<file path="config.mk">
export PLATFORM = sky130hd
export DESIGN_NAME = iob_asym_mem_sequencer
export DESIGN_NICKNAME = d
export VERILOG_FILES = /design/src/rtl/iob_asym_mem_sequencer.sv
export SDC_FILE = /design/constraint.sdc
export NUM_CORES = 1
export LEC_CHECK = 0
export CAP_MARGIN = 25
export CORE_UTILIZATION = 44
export DETAILED_ROUTE_END_ITERATION = 10
export PLACE_DENSITY = 0.87
export SLEW_MARGIN = 20
export SYNTH_ARGS = -nofsm -noshare
export SYNTH_HDL_FRONTEND = slang
export SYNTH_SLANG_ARGS = --single-unit
</file>
<file path="constraint.sdc">
create_clock -name clk_i -period 2.6 [get_ports clk_i]
set_clock_uncertainty 0.1 [all_clocks]
set_input_delay 0.26 -clock clk_i [delete_from_list [all_inputs] [get_ports clk_i]]
set_output_delay 0.26 -clock clk_i [all_outputs]
set_load 0.01 [all_outputs]
</file>
<file path="src/rtl/iob_asym_mem_sequencer.sv">
// Serves wide lane-enabled write/read requests against one narrow N-bit RAM,
// one lane per cycle, writes before reads, reassembling read lanes into a wide word.
module iob_asym_mem_sequencer #(
    parameter int unsigned DATA_W = 32,
    parameter int unsigned R      = 4,
    parameter int unsigned ADDR_W = 3
) (
    input  logic                         clk_i,
    input  logic                         arst_i,
    input  logic                         cke_i,
    input  logic [R-1:0]                 w_en_i,
    input  logic [ADDR_W-1:0]            w_addr_i,
    input  logic [DATA_W-1:0]            w_data_i,
    input  logic [R-1:0]                 r_en_i,
    input  logic [ADDR_W-1:0]            r_addr_i,
    output logic [DATA_W-1:0]            r_data_o,
    output logic                         r_valid_o,
    output logic                         ready_o,
    output logic                         overrun_o,
    output logic                         ram_en_o,
    output logic                         ram_we_o,
    output logic [ADDR_W+$clog2(R)-1:0]  ram_addr_o,
    output logic [DATA_W/R-1:0]          ram_d_o,
    input  logic [DATA_W/R-1:0]          ram_d_i
);

    localparam int unsigned N      = DATA_W / R;
    localparam int unsigned LANE_W = $clog2(R);

    typedef enum logic [1:0] {
        S_IDLE,
        S_WRITE,
        S_READ,
        S_RDONE
    } state_t;

    state_t              r_state;
    logic [R-1:0]        r_w_mask;
    logic [R-1:0]        r_r_mask;
    logic [ADDR_W-1:0]   r_w_addr;
    logic [ADDR_W-1:0]   r_r_addr;
    logic [DATA_W-1:0]   r_w_data;
    logic [DATA_W-1:0]   r_rdata;
    logic                r_rvalid;
    logic                r_overrun;
    logic                r_cap_pend;
    logic [LANE_W-1:0]   r_cap_lane;

    logic                w_req;
    logic [LANE_W-1:0]   w_w_lane;
    logic [LANE_W-1:0]   w_r_lane;
    logic [R-1:0]        w_w_rest;
    logic [R-1:0]        w_r_rest;

    // Index of the lowest set bit; lanes are serviced in ascending order.
    function automatic logic [LANE_W-1:0] f_low_lane(input logic [R-1:0] mask);
        f_low_lane = '0;
        for (int i = int'(R) - 1; i >= 0; i--) begin
            if (mask[i]) f_low_lane = LANE_W'(i);
        end
    endfunction

    assign w_req    = (|w_en_i) | (|r_en_i);
    assign w_w_lane = f_low_lane(r_w_mask);
    assign w_r_lane = f_low_lane(r_r_mask);
    assign w_w_rest = r_w_mask & (r_w_mask - R'(1));
    assign w_r_rest = r_r_mask & (r_r_mask - R'(1));

    assign ready_o   = (r_state == S_IDLE);
    assign r_valid_o = r_rvalid;
    assign overrun_o = r_overrun;
    assign r_data_o  = r_rdata;

    // RAM port decoded from registered state only; cke_i low suppresses the access.
    always_comb begin
        ram_en_o   = 1'b0;
        ram_we_o   = 1'b0;
        ram_addr_o = '0;
        ram_d_o    = '0;
        case (r_state)
            S_WRITE: begin
                ram_en_o   = cke_i;
                ram_we_o   = 1'b1;
                ram_addr_o = {r_w_addr, w_w_lane};
                ram_d_o    = r_w_data[N*w_w_lane +: N];
            end
            S_READ: begin
                ram_en_o   = cke_i;
                ram_addr_o = {r_r_addr, w_r_lane};
            end
            default: ;
        endcase
    end

    always_ff @(posedge clk_i or posedge arst_i) begin
        if (arst_i) begin
            r_state    <= S_IDLE;
            r_w_mask   <= '0;
            r_r_mask   <= '0;
            r_w_addr   <= '0;
            r_r_addr   <= '0;
            r_w_data   <= '0;
            r_rdata    <= '0;
            r_rvalid   <= 1'b0;
            r_overrun  <= 1'b0;
            r_cap_pend <= 1'b0;
            r_cap_lane <= '0;
        end else if (cke_i) begin
            r_rvalid   <= 1'b0;
            r_cap_pend <= 1'b0;
            // RAM data arrives one cycle after its read issue.
            if (r_cap_pend) r_rdata[N*r_cap_lane +: N] <= ram_d_i;
            if (w_req && r_state != S_IDLE) r_overrun <= 1'b1;
            case (r_state)
                S_IDLE: begin
                    if (w_req) begin
                        r_w_mask <= w_en_i;
                        r_r_mask <= r_en_i;
                        r_w_addr <= w_addr_i;
                        r_r_addr <= r_addr_i;
                        r_w_data <= w_data_i;
                        if (|r_en_i) r_rdata <= '0;
                        r_state  <= (|w_en_i) ? S_WRITE : S_READ;
                    end
                end
                S_WRITE: begin
                    r_w_mask <= w_w_rest;
                    if (w_w_rest == '0) r_state <= (|r_r_mask) ? S_READ : S_IDLE;
                end
                S_READ: begin
                    r_r_mask   <= w_r_rest;
                    r_cap_pend <= 1'b1;
                    r_cap_lane <= w_r_lane;
                    if (w_r_rest == '0) r_state <= S_RDONE;
                end
                S_RDONE: begin
                    r_state  <= S_IDLE;
                    r_rvalid <= 1'b1;
                end
                default: r_state <= S_IDLE;
            endcase
        end
    end

endmodule

</file>
==> results of run 1 <==
## worst max-delay path: cells and delay by family, from the launching register on
family,cells,cell delay (ns)
buffers and inverters,2,0.42
flip-flops,1,0.38
AO/OA/AOI/OAI,1,0.19
AND/OR/NAND/NOR,2,0.32
multiplexers,1,0.49
## state kept, by name, summed over array words and instances, names as in the netlist
signal,flops
r_w_data,32
r_w_mask,4
overrun_o,1
r_cap_lane,2
r_valid_o,1
r_data_o,32
r_cap_pend,1
r_state,2
r_r_mask,4
r_r_addr,3
r_w_addr,3
## final cells by class
class                   count  area, um2  area share
flip-flops and latches     85       2131      0.3754
inverters                  13      50.05    0.008818
clock inverters             5      58.81     0.01036
multi-input cells         208       1886      0.3322
well taps                 111      138.9     0.02447
repair buffers            128       1274      0.2244
clock buffers              10      137.6     0.02425
## Yosys cell counts (all sizes together)
| library cell | count |
|---|---|
| nor4 | 6 |
| dfrtp | 85 |
| clkbuf | 6 |
| a31o | 1 |
| nand3 | 5 |
| nor3 | 1 |
| mux4 | 8 |
| o2bb2ai | 2 |
| nor2 | 38 |
| nand2 | 4 |
| or3 | 1 |
| nand2b | 4 |
| nor4b | 1 |
| and3 | 2 |
| o21ai | 7 |
| nor2b | 6 |
| o31a | 1 |
| a221o | 2 |
| a31oi | 1 |
| a21oi | 7 |
| a32o | 3 |
| mux2 | 45 |
| and2 | 11 |
| inv | 13 |
| o21a | 1 |
| or4 | 1 |
| or2 | 1 |
| o2111ai | 1 |
| a21o | 3 |
| buf | 7 |
| maj3 | 1 |
| a211o | 1 |
| ha | 9 |
| a22oi | 34 |
## where the power goes
part | leakage, uW | total [uW] | internal, uW | switching [uW]
clock network | 0.0000948 | 954 | 467 | 487
logic | 0.00129 | 2610 | 1510 | 1100
registers | 0.00108 | 2060 | 1750 | 315
## final timing paths
check                       startpoint            to  slack, ns
setup / recovery           r_w_mask[2]    ram_d_o[5]       0.08
hold / removal                  arst_i   r_w_data[6]       0.26
setup reg to reg            r_state[0]   r_w_data[1]       0.41
hold reg to reg              overrun_o     overrun_o       0.37
max in group asynchronous       arst_i  r_data_o[22]       1.50
min in group clk_i           overrun_o     overrun_o       0.37
## per-stage QoR
stage	instance area, um2	power [uW]	hold slack (ns)	setup slack, ns
floorplan	4141	3685	0.3060	0.04650
global placement	5446	4508	0.3585	0.2363
detailed placement	5446	4613	0.3545	0.1893
CTS	5630	5530	0.2856	-0.00007017
global route	5675	5955	0.3177	-0.02308
finish	5675	5625	0.2592	0.08348
## logic make-up after synthesis
family                   count (synthesis)  share of synthesized area
AND/OR/NAND/NOR                         81                     0.1199
buffers and inverters                   26                    0.03082
multiplexers                            53                     0.1885
adder cells (fa/ha/maj)                 10                    0.02961
AO/OA/AOI/OAI                           64                     0.1175
flip-flops                              85                     0.5136
## repair_timing
item | in CTS | in global routing
pin swaps | 0 | 1
buffers inserted | 0 | 3
hold endpoints to repair | 0 | 0
endpoints found under the setup margin | 8 | 7
resized for setup | 10 | 12
cloned | 0 | 1
## metal layers
| metal | vias to the layer above | track usage |
|---|---|---|
| met4 | 0 | 0.07348 |
| met2 | 124 | 0.3690 |
| met1 | 1526 | 0.2548 |
| met5 | - | 0 |
| li1 | 1413 | - |
| met3 | 12 | 0.06596 |
==> run metrics, run 1 <==
CTS HTree Levels=3; Syn. warnings=0; row cnt=35; unrepaired setup endpoints after global routing=true; clk root buf=clkbuf_8; Worst Setup Path Type=flop to output pin; HPWL after DPL=7.132 mm; VDD IR-drop max=0.5864 mV; final setup violation count=0; Worst EP arrival=2.16 ns; commonest non-fill, non-tap cells in the layout=98 x clkdlybuf4s50_1, 82 x dfrtp_1, 35 x nor2_1; placed insts=541; PortBufs=106; setup tns final=0 ns; vias post-DR=3075; Data required, critical path=2.24 ns; Core Area=9196 um2; Met3 Wirelength=650 um; CP Cell Sequence=nand2b_4, a21oi_4, buf_12, mux4_2, and2_1, dlygate4sd2_1; Clk pin slew, worst setup/hold paths=0.09 ns; Die H=99.02 um; outcome=finished, final reports clean; CTS Buf Count=9; First-pass DRT Iterations=4; Die Area=9804 um2; Tightest Hold Check Type=primary input to asynchronous set/reset pin; nets@finish=511; met2 WL post-DR=5.134 mm; area grow syn2layout=37.04%; Synth cell types=45; PD cells=991.1 nW/um2; synth top area cells=dfrtp_1 51%, mux2_4 7.3%, mux2_2 6.8%; Final Hold Vio Count=0; CTS tree=done; Initial Utilization=0.4503; CTS max path bufs=2; f_max=397.4 MHz; first-pass GRT wire length=16.24 mm; vias per std cell=5.491; Detailed Route WL=9.969 mm; commonest non-fill, non-tap cell in the layout=clkdlybuf4s50_1; relative slew slack=0.4760; Setup crit start kind=flop; largest area contributor in the netlist=dfrtp_1; Slew @ Worst Pin=0.7851 ns; sequential-to-total area share from yosys stat=0.5136; critical path endpoint category=output pin; CTS Sinks=85; CTS Hold Buffers Added=0; maxcap violations=0; mapped cell area=4141 um2; share of post-route cells with drive strength above 1=0.2517; antenna violations before repair=0; synthesized instance count=319; Top Ports=107; Routed wire per std cell=17.80 um; uppermost routed layer=met4; crit share post-route=0.9679; Skew-Pair Late Insertion Delay=0.35 ns; global route overflow=0; DRT iter0 DRCs=116; ant diodes=0; Total GRT Usage=0.2144; Synth top area share=0.5136; fin cells=560; CP peak stage delay=0.49 ns; final worst path period need=2.517 ns; max-slew violations=0; # DRC=0; Post-DRT Antenna Nets=0; vias in the first global route=3337; Leak Pwr=0.002465 uW; R2R depth=6; M1 WL=4.057 mm; Avg Inst Size Synth=12.98 um2; syn_nets=385; flops & latches, synth=85; Final Core Density=0.6171; die outline width=99.02 um; placer congestion estimate=0.8155; Fillers=731; Critical-path top delay cell=mux4_2; Max Fanout on Critical Path=5; largest net degree at the start of global routing=45
No activity file was read; power rests on OpenSTA's default activity.
==> run 2: changes to the inputs <==
- CORE_MARGIN: unset -> 1.5
==> run 2 against run 1 <==
Compared with the run above:
- worst hold slack worse by 0.046 ns
- critical path depth up 2
- non-clock buffer count unchanged
- wire length down 2.8%
- combinational power about the same
==> run metrics, run 2 (synthesis gave the netlist of run 1 again) <==
Routed wire per std cell=17.27 um (was 17.80 um); vias post-DR=3102 (was 3075); maxcap violations=0 (unchanged); Setup crit start kind=flop (unchanged); nets@finish=511 (unchanged); Core Area=9196 um2 (unchanged); HPWL after DPL=7.224 mm (was 7.132 mm); CTS Buf Count=9 (unchanged); total power=5563 uW (was 5625 uW); share of post-route cells with drive strength above 1=0.2511 (was 0.2517); area grow syn2layout=36.53% (was 37.04%); vias per std cell=5.529 (was 5.491); largest net degree at the start of global routing=41 (was 45); Die H=100.0 um (was 99.02 um); Total GRT Usage=0.2050 (was 0.2144); Reg-to-Reg End=r_data_o[22] (was r_w_data[1]); placer congestion estimate=0.8000 (was 0.8155); commonest non-fill, non-tap cells in the layout=96 x clkdlybuf4s50_1, 84 x dfrtp_1, 36 x nor2_1 (was 98 x clkdlybuf4s50_1, 82 x dfrtp_1, 35 x nor2_1); Fillers=710 (was 731); VDD IR-drop max=0.6174 mV (was 0.5864 mV); unrepaired setup endpoints after global routing=true (unchanged); relative slew slack=0.4739 (was 0.4760); crit share post-route=0.9751 (was 0.9679); CTS Sinks=85 (unchanged); PortBufs=106 (unchanged); global route overflow=0 (unchanged); antenna violations before repair=0 (unchanged); Slew @ Worst Pin=0.7883 ns (was 0.7851 ns); final worst path period need=2.535 ns (was 2.517 ns); PD cells=983.9 nW/um2 (was 991.1 nW/um2); Skew-Pair Late Insertion Delay=0.34 ns (was 0.35 ns); pre-CTS setup slack=0.1219 ns (was 0.1893 ns); f_max=394.4 MHz (was 397.4 MHz); Initial Utilization=0.4503 (unchanged); CP startpoint=r_w_mask[2] (unchanged); Worst Setup Path Type=flop to output pin (unchanged); ant diodes=0 (unchanged); outcome=finished, final reports clean (unchanged); CTS max path bufs=2 (unchanged); commonest non-fill, non-tap cell in the layout=clkdlybuf4s50_1 (unchanged); final setup violation count=0 (unchanged); First-pass DRT Iterations=4 (unchanged); worst reg-to-reg setup slack=0.29 ns (was 0.41 ns); die outline width=100.0 um (was 99.02 um); clk root buf=clkbuf_8 (unchanged); DRT iter0 DRCs=149 (was 116); crit path capture=ram_d_o[3] (was ram_d_o[5]); Tightest Hold Check Type=primary input to asynchronous set/reset pin (unchanged); R2R Path Start=r_cap_lane[0] (was r_state[0]); Max Fanout on Critical Path=3 (was 5); max-slew violations=0 (unchanged); vias in the first global route=3233 (was 3337); Die Area=10000 um2 (was 9804 um2); Post-DRT Antenna Nets=0 (unchanged); Top Ports=107 (unchanged); CTS tree=done (unchanged); R2R depth=6 (unchanged); Worst EP arrival=2.18 ns (was 2.16 ns); CTS HTree Levels=3 (unchanged); critical path endpoint category=output pin (unchanged); row cnt=35 (unchanged); # DRC=0 (unchanged); Detailed Route WL=9.686 mm (was 9.969 mm); CTS Hold Buffers Added=0 (unchanged); first-pass GRT wire length=15.98 mm (was 16.24 mm); final setup margin=0.06482 ns (was 0.08348 ns); Clk pin slew, worst setup/hold paths=0.09 ns (about the same); Leak Pwr=0.002498 uW (was 0.002465 uW); Data required, critical path=2.24 ns (about the same); Final Hold Vio Count=0 (unchanged)
run 2: report_power, final:
group          leakage (uW)  switching [uW]  total (uW)  internal, uW
sequential          0.00108             323        2070          1740
clock             0.0000886             494         851           356
combinational       0.00133            1090        2640          1550
total               0.00250            1910        5560          3650
run 2: routing by layer:
metal	GRT usage	up-vias	wire length, um
met2	0.3480	137	4809
met4	0.05959	0	136
met5	0	-	0
met1	0.2524	1528	4004
met3	0.06407	14	736
li1	-	1423	-
run 2: stage by stage:
| step | cells | cell area [um2] | util | setup TNS [ns] | hold slack, ns |
|---|---|---|---|---|---|
| floorplan | 319 | 4141 | - | 0 | 0.3060 |
| global placement | 538 | 5424 | 0.5898 | 0 | 0.3617 |
| detailed placement | 539 | 5435 | 0.5910 | 0 | 0.3679 |
| CTS | 561 | 5670 | 0.6166 | -0.01984 | 0.2380 |
| global route | 561 | 5654 | 0.6148 | -0.04543 | 0.2872 |
| finish | 561 | 5654 | 0.6148 | 0 | 0.2135 |
run 2: how the worst min path moves through the flow:
stage | slack (ns) | endpoint | cells past startpoint | start
floorplan | 0.31 | r_w_mask[3] | 1 | w_en_i[3]
global route | 0.29 | r_w_data[16] | 2 | arst_i
CTS | 0.24 | r_w_data[16] | 2 | arst_i
global placement | 0.36 | overrun_o | 1 | overrun_o
detailed placement | 0.37 | overrun_o | 1 | overrun_o
finish | 0.21 | r_w_data[16] | 2 | arst_i
run 2: final cells by class:
cell class | instances | area, um2 | area share
multi-input combinational | 208 | 1886 | 0.3335
clock inverter | 6 | 46.29 | 0.008188
inverter | 13 | 50.05 | 0.008852
tap | 111 | 138.9 | 0.02456
sequential | 85 | 2128 | 0.3764
timing repair buffer | 128 | 1277 | 0.2259
clock buffer | 10 | 127.6 | 0.02257
run 2: critical path, stage by stage, from the launching register on:
cell      delay, ns
dfrtp_1        0.40
nand2b_4       0.16
a21oi_4        0.17
buf_6          0.12
buf_6          0.10
buf_4          0.11
mux4_2         0.48
and2_1         0.17
buf_2          0.13
run 2: what timing repair did:
action / in CTS / in global routing
endpoints found under the setup margin: 9 / 8
buffers inserted: 5 / 1
pin swaps: 2 / 1
cloned: 1 / 0
resized for setup: 21 / 10
